--- config.mk ---
export PLATFORM = sky130hd
export DESIGN_NAME = wb_arbiter_2m
export DESIGN_NICKNAME = d
export VERILOG_FILES = /design/src/rtl/wb_arbiter_2m.sv
export SDC_FILE = /design/constraint.sdc
export NUM_CORES = 1
export LEC_CHECK = 0
export BUFFER_PORTS_ARGS = -buffer_cell sky130_fd_sc_hd__buf_2
export CAP_MARGIN = 20
export CORE_AREA = 2 2 125 127
export DETAILED_ROUTE_END_ITERATION = 6
export DIE_AREA = 0 0 127 129
export SKIP_CTS_REPAIR_TIMING = 1
export SLEW_MARGIN = 20
export SYNTH_ARGS = -nofsm -noshare
export SYNTH_HDL_FRONTEND = slang
export SYNTH_SLANG_ARGS = --single-unit
--- constraint.sdc ---
create_clock -name clk -period 4.35 [get_ports clk]
set_input_delay 0.87 -clock clk [delete_from_list [all_inputs] [get_ports clk]]
set_output_delay 0.87 -clock clk [all_outputs]
set_load 0.02 [all_outputs]
--- src/rtl/wb_arbiter_2m.sv ---
// Two-master / one-slave Wishbone arbiter.
// m0 = CPU data port, m1 = CPU instruction port. Arbitration is registered:
// a request seen in IDLE gets the slave on the next cycle. The owner keeps the
// slave for as long as its cyc stays high. A watchdog forces termination when
// the slave stalls a strobe for too long.
module wb_arbiter_2m #(
   parameter bit          FAIR           = 1'b1,
   parameter int unsigned TIMEOUT_CYCLES = 256,
   parameter logic [31:0] TIMEOUT_DATA   = 32'hDEAD_BEEF
) (
   input  logic        clk,
   input  logic        rst,
   input  logic [31:0] m0_addr_i,
   input  logic [31:0] m0_data_i,
   input  logic        m0_we_i,
   input  logic [3:0]  m0_sel_i,
   input  logic        m0_stb_i,
   input  logic        m0_cyc_i,
   output logic [31:0] m0_data_o,
   output logic        m0_ack_o,
   input  logic [31:0] m1_addr_i,
   input  logic [31:0] m1_data_i,
   input  logic        m1_we_i,
   input  logic [3:0]  m1_sel_i,
   input  logic        m1_stb_i,
   input  logic        m1_cyc_i,
   output logic [31:0] m1_data_o,
   output logic        m1_ack_o,
   output logic [31:0] s_addr_o,
   output logic [31:0] s_data_o,
   output logic        s_we_o,
   output logic [3:0]  s_sel_o,
   output logic        s_stb_o,
   output logic        s_cyc_o,
   input  logic [31:0] s_data_i,
   input  logic        s_ack_i,
   output logic [1:0]  gnt_o,
   output logic        timeout_o
);

   typedef enum logic [1:0] {S_IDLE, S_GNT0, S_GNT1, S_TOUT} state_t;

   // Last cycle of the stall window: a stall seen here ends the transfer.
   localparam logic [15:0] LIMIT = 16'(TIMEOUT_CYCLES - 1);

   state_t      state_q, state_d;
   logic        last_gnt_q, last_gnt_d;   // 0 = m0 owned last, 1 = m1
   logic [15:0] cnt_q, cnt_d;

   logic own_cyc, own_stb, stall;

   // cyc/stb of the current owner; only meaningful in GNT0/GNT1
   assign own_cyc = (state_q == S_GNT1) ? m1_cyc_i : m0_cyc_i;
   assign own_stb = (state_q == S_GNT1) ? m1_stb_i : m0_stb_i;
   assign stall   = own_stb & ~s_ack_i;

   // State, last-grant and watchdog registers
   always_ff @(posedge clk or negedge rst) begin
      if (!rst) begin
         state_q    <= S_IDLE;
         last_gnt_q <= 1'b1;              // m1 "owned last", so m0 wins first
         cnt_q      <= '0;
      end else begin
         state_q    <= state_d;
         last_gnt_q <= last_gnt_d;
         cnt_q      <= cnt_d;
      end
   end

   // Next state: arbitrate in IDLE, hold while the owner keeps cyc, watchdog
   always_comb begin
      state_d    = state_q;
      last_gnt_d = last_gnt_q;
      cnt_d      = '0;
      case (state_q)
         S_IDLE: begin
            // m0 wins unless m1 also asks and fairness says it is m1's turn
            if (m0_cyc_i && (!m1_cyc_i || !FAIR || last_gnt_q)) begin
               state_d    = S_GNT0;
               last_gnt_d = 1'b0;
            end else if (m1_cyc_i) begin
               state_d    = S_GNT1;
               last_gnt_d = 1'b1;
            end
         end
         S_GNT0, S_GNT1: begin
            // Dropping cyc always releases the slave, even mid-stall
            if (!own_cyc)
               state_d = S_IDLE;
            else if (stall) begin
               if (cnt_q == LIMIT)
                  state_d = S_TOUT;
               else
                  cnt_d = cnt_q + 16'd1;
            end
         end
         default: state_d = S_IDLE;      // S_TOUT lasts exactly one cycle
      endcase
   end

   // Outputs: routed from the owner in GNTx, fake ack in TOUT, quiet otherwise
   always_comb begin
      s_addr_o  = '0;
      s_data_o  = '0;
      s_we_o    = 1'b0;
      s_sel_o   = '0;
      s_stb_o   = 1'b0;
      s_cyc_o   = 1'b0;
      m0_data_o = '0;
      m0_ack_o  = 1'b0;
      m1_data_o = '0;
      m1_ack_o  = 1'b0;
      gnt_o     = 2'b00;
      timeout_o = 1'b0;
      case (state_q)
         S_GNT0: begin
            s_addr_o  = m0_addr_i;
            s_data_o  = m0_data_i;
            s_we_o    = m0_we_i;
            s_sel_o   = m0_sel_i;
            s_stb_o   = m0_stb_i;
            s_cyc_o   = m0_cyc_i;
            m0_data_o = s_data_i;
            m0_ack_o  = s_ack_i;
            gnt_o     = 2'b01;
         end
         S_GNT1: begin
            s_addr_o  = m1_addr_i;
            s_data_o  = m1_data_i;
            s_we_o    = m1_we_i;
            s_sel_o   = m1_sel_i;
            s_stb_o   = m1_stb_i;
            s_cyc_o   = m1_cyc_i;
            m1_data_o = s_data_i;
            m1_ack_o  = s_ack_i;
            gnt_o     = 2'b10;
         end
         S_TOUT: begin
            // last_gnt still names the master whose strobe timed out
            timeout_o = 1'b1;
            if (last_gnt_q) begin
               m1_ack_o  = 1'b1;
               m1_data_o = TIMEOUT_DATA;
            end else begin
               m0_ack_o  = 1'b1;
               m0_data_o = TIMEOUT_DATA;
            end
         end
         default: ;
      endcase
   end

endmodule

==> results.json <==
{
  "status": "completed",
  "tritoncts": "yes",
  "grt_setup_unrepaired": "false",
  "num_vias": 3790,
  "cp_max_fo": 95,
  "powerDensity_nw_per_um2": 672,
  "yosysSeqAreaShare": 0.178,
  "hold_violations": 0,
  "rr_startpoint": "state_q[0]$_DFFE_PN0P_",
  "syn_inst": 406,
  "drt_iter0_drc": 182,
  "switching_share": 0.580,
  "root_buffer": "clkbuf_16",
  "clkPwrFrac": 0.063,
  "antenna_found_initial": 1,
  "clock_latency_ns": 0.25,
  "ys_types": 36,
  "cts_htree_levels": 1,
  "place_area_sq_um": 4400,
  "pwr-share-comb": 0.865,
  "arrival_ns": 2.43,
  "tightest_slew_ns": 1.01,
  "antenna_left": 0,
  "firstDrtPassIters": 4,
  "drive_gt1_frac": 0.488,
  "crit_path_start_kind": "flip-flop",
  "critPathKind": "flip-flop to output pin",
  "synth.most_common_cell": "nand2_1",
  "min_from": "cnt_q[0]$_DFF_PN0_",
  "cp_data_required_time_ns": 3.48,
  "slew_headroom": 0.327,
  "ys_async_sr_fraction": 1.00,
  "clkSlewWorstSetupHoldPaths_ns": 0.05,
  "chipWidth_um": 127,
  "die_h_um": 129,
  "p_int_w": 0.00126,
  "ys_ff_latch": 19,
  "setup_viol_count_final": 0,
  "dp_hpwl_um": 9990,
  "hp-class": "flip-flop to flip-flop",
  "coreArea_sq_um": 15000,
  "cts.sinks": 19,
  "yosys_warnings": 0,
  "end_kind": "output pin",
  "numCtsBuffers": 3,
  "slew_viol_final": 0,
  "cap_violations": 0,
  "netlist.area_leader.share": 0.199,
  "r2r.worst_path.cells": 5,
  "grt_max_degree": 96,
  "yosys.area.top_type": "a22oi_1",
  "dp.cells": 872,
  "syn_area_per_cell_sq_um": 6.61,
  "fin_cells": 877,
  "timing.final.crit_share": 0.760,
  "startpoint": "state_q[1]$_DFFE_PN0P_",
  "fp-row-count": 45,
  "portBuffers": 316,
  "synth_edf_count": 0,
  "p_seq_frac": 0.072,
  "hold-path-cell-count": 1,
  "io_pins": 317,
  "start_util": 0.179,
  "power.switching_w": 0.00175,
  "fin_worst_skew_ns": 0.00282,
  "netlist_top_cells_count": "nand2_1, a22oi_1, nor2b_1",
  "syn_to_final_growth_pct": 66.9,
  "syn_nets": 589,
  "wl_per_cell_um": 14.5,
  "grt_pass1_wl_um": 17900,
  "fill_cells": 1675,
  "grt_usage": 0.133,
  "fin_area_sq_um": 4480,
  "finalWirelength_um": 12700,
  "cts_buffer_depth": 2,
  "multi_input_area_sq_um": 2060,
  "dieArea_sq_um": 16400,
  "ir_worst_vdd_uv": 311,
  "leakage_nw": 2.57,
  "fmax_ghz": 0.303,
  "setup-tns-final_ns": 0,
  "grt_pass1_vias": 3186,
  "viasPerCell": 4.32,
  "gr-total-overflow": 0,
  "drc": 0,
  "final_nets": 872,
  "synth-main-ff-cell": "dfrtp_1",
  "synth.cell_area_sq_um": 2690,
  "power_w": 0.00301,
  "synthTopCellsByArea": "a22oi_1, dfrtp_1, nor2b_1",
  "place.gp.congestion": 0.807,
  "seqCellArea_sq_um": 477,
  "period_needed_ns": 3.30
}
==> through the flow <==
stage,worst slack [ns],hold WS [ns],utilization
after floorplan,1.50,0.445,-
after global placement,1.27,0.466,0.294
after detailed placement,1.30,0.473,0.294
after CTS,1.02,0.481,0.299
after global routing,0.834,0.498,0.299
final,1.05,0.477,0.299
==> registers in the layout, summed over array words and instances (netlist names) <==
register and flops:
state_q 2, last_gnt_q 1, cnt_q 16
==> area by class of cell <==
class	count	share of cell area
Sequential cell	19	0.106
Tap cell	188	0.0525
Clock buffer	3	0.0168
Antenna cell	1	0.000558
Timing Repair Buffer	318	0.359
Clock inverter	1	0.00112
Multi-Input combinational cell	342	0.460
Inverter	5	0.00419
==> final timing paths <==
path / endpoint / slack [ns]
worst max-delay path: s_data_o[1] / 1.05
worst min-delay path: cnt_q[0]$_DFF_PN0_ / 0.48
worst max register to register: cnt_q[13]$_DFF_PN0_ / 1.53
worst min register to register: cnt_q[0]$_DFF_PN0_ / 0.48
max in group asynchronous: last_gnt_q$_DFFE_PN1P_ / 3.46
min in group asynchronous: cnt_q[1]$_DFF_PN0_ / 0.55
==> critical path, cell delays in order (launching register included) <==
cell and delay, ns:
dfrtp_1 0.42, inv_1 0.16, ha_4 0.82, a22oi_1 0.25, nor2b_1 0.27, buf_2 0.21
==> cells in the final DEF (no fill, tap or decap), types with 3 or more instances in the layout <==
cell type,synthesis,final
buf_2,3,316
nand2_1,105,105
a22oi_1,71,71
nor2b_1,71,71
dfrtp_1,18,18
and2_1,16,16
nor2_1,16,16
xnor2_1,9,9
nand3_1,7,7
inv_1,5,5
a21oi_1,5,5
or4_1,3,3
mux2_2,3,3
nor4_1,3,3
o21ai_0,3,3
ha_1,6,3
clkbuf_16,0,3
==> routing by layer <==
| layer | routed length [um] | GRT usage |
|---|---|---|
| met1 | 5740 | 0.190 |
| met2 | 6190 | 0.223 |
| met5 | 0 | 0 |
| met3 | 716 | 0.0195 |
| met4 | 50 | 0.0110 |
==> power groups by stage <==
stage	logic, W	clock network [W]	registers, W
after detailed placement	0.00263	0	0.000221
final	0.00260	0.000189	0.000218
after global placement	0.00264	0	0.000220
after CTS	0.00264	0.000194	0.000218
after floorplan	0.00177	0	0.000213
after global routing	0.00280	0.000203	0.000220
==> kinds of logic (layout without fill, tap and decap cells) <==
family / Yosys count / in the layout / synth area share
and+or+nand+nor: 237 / 237 / 0.448
AOI/OAI and AO/OA: 84 / 84 / 0.228
xor gates and xnor gates: 11 / 11 / 0.0359
DFF: 19 / 19 / 0.178
adders and majority gates: 6 / 6 / 0.0280
other: 0 / 1 / 0
buffers and inverters: 45 / 327 / 0.0657
muxes: 4 / 4 / 0.0163
No activity file was read; power rests on OpenSTA's default activity.
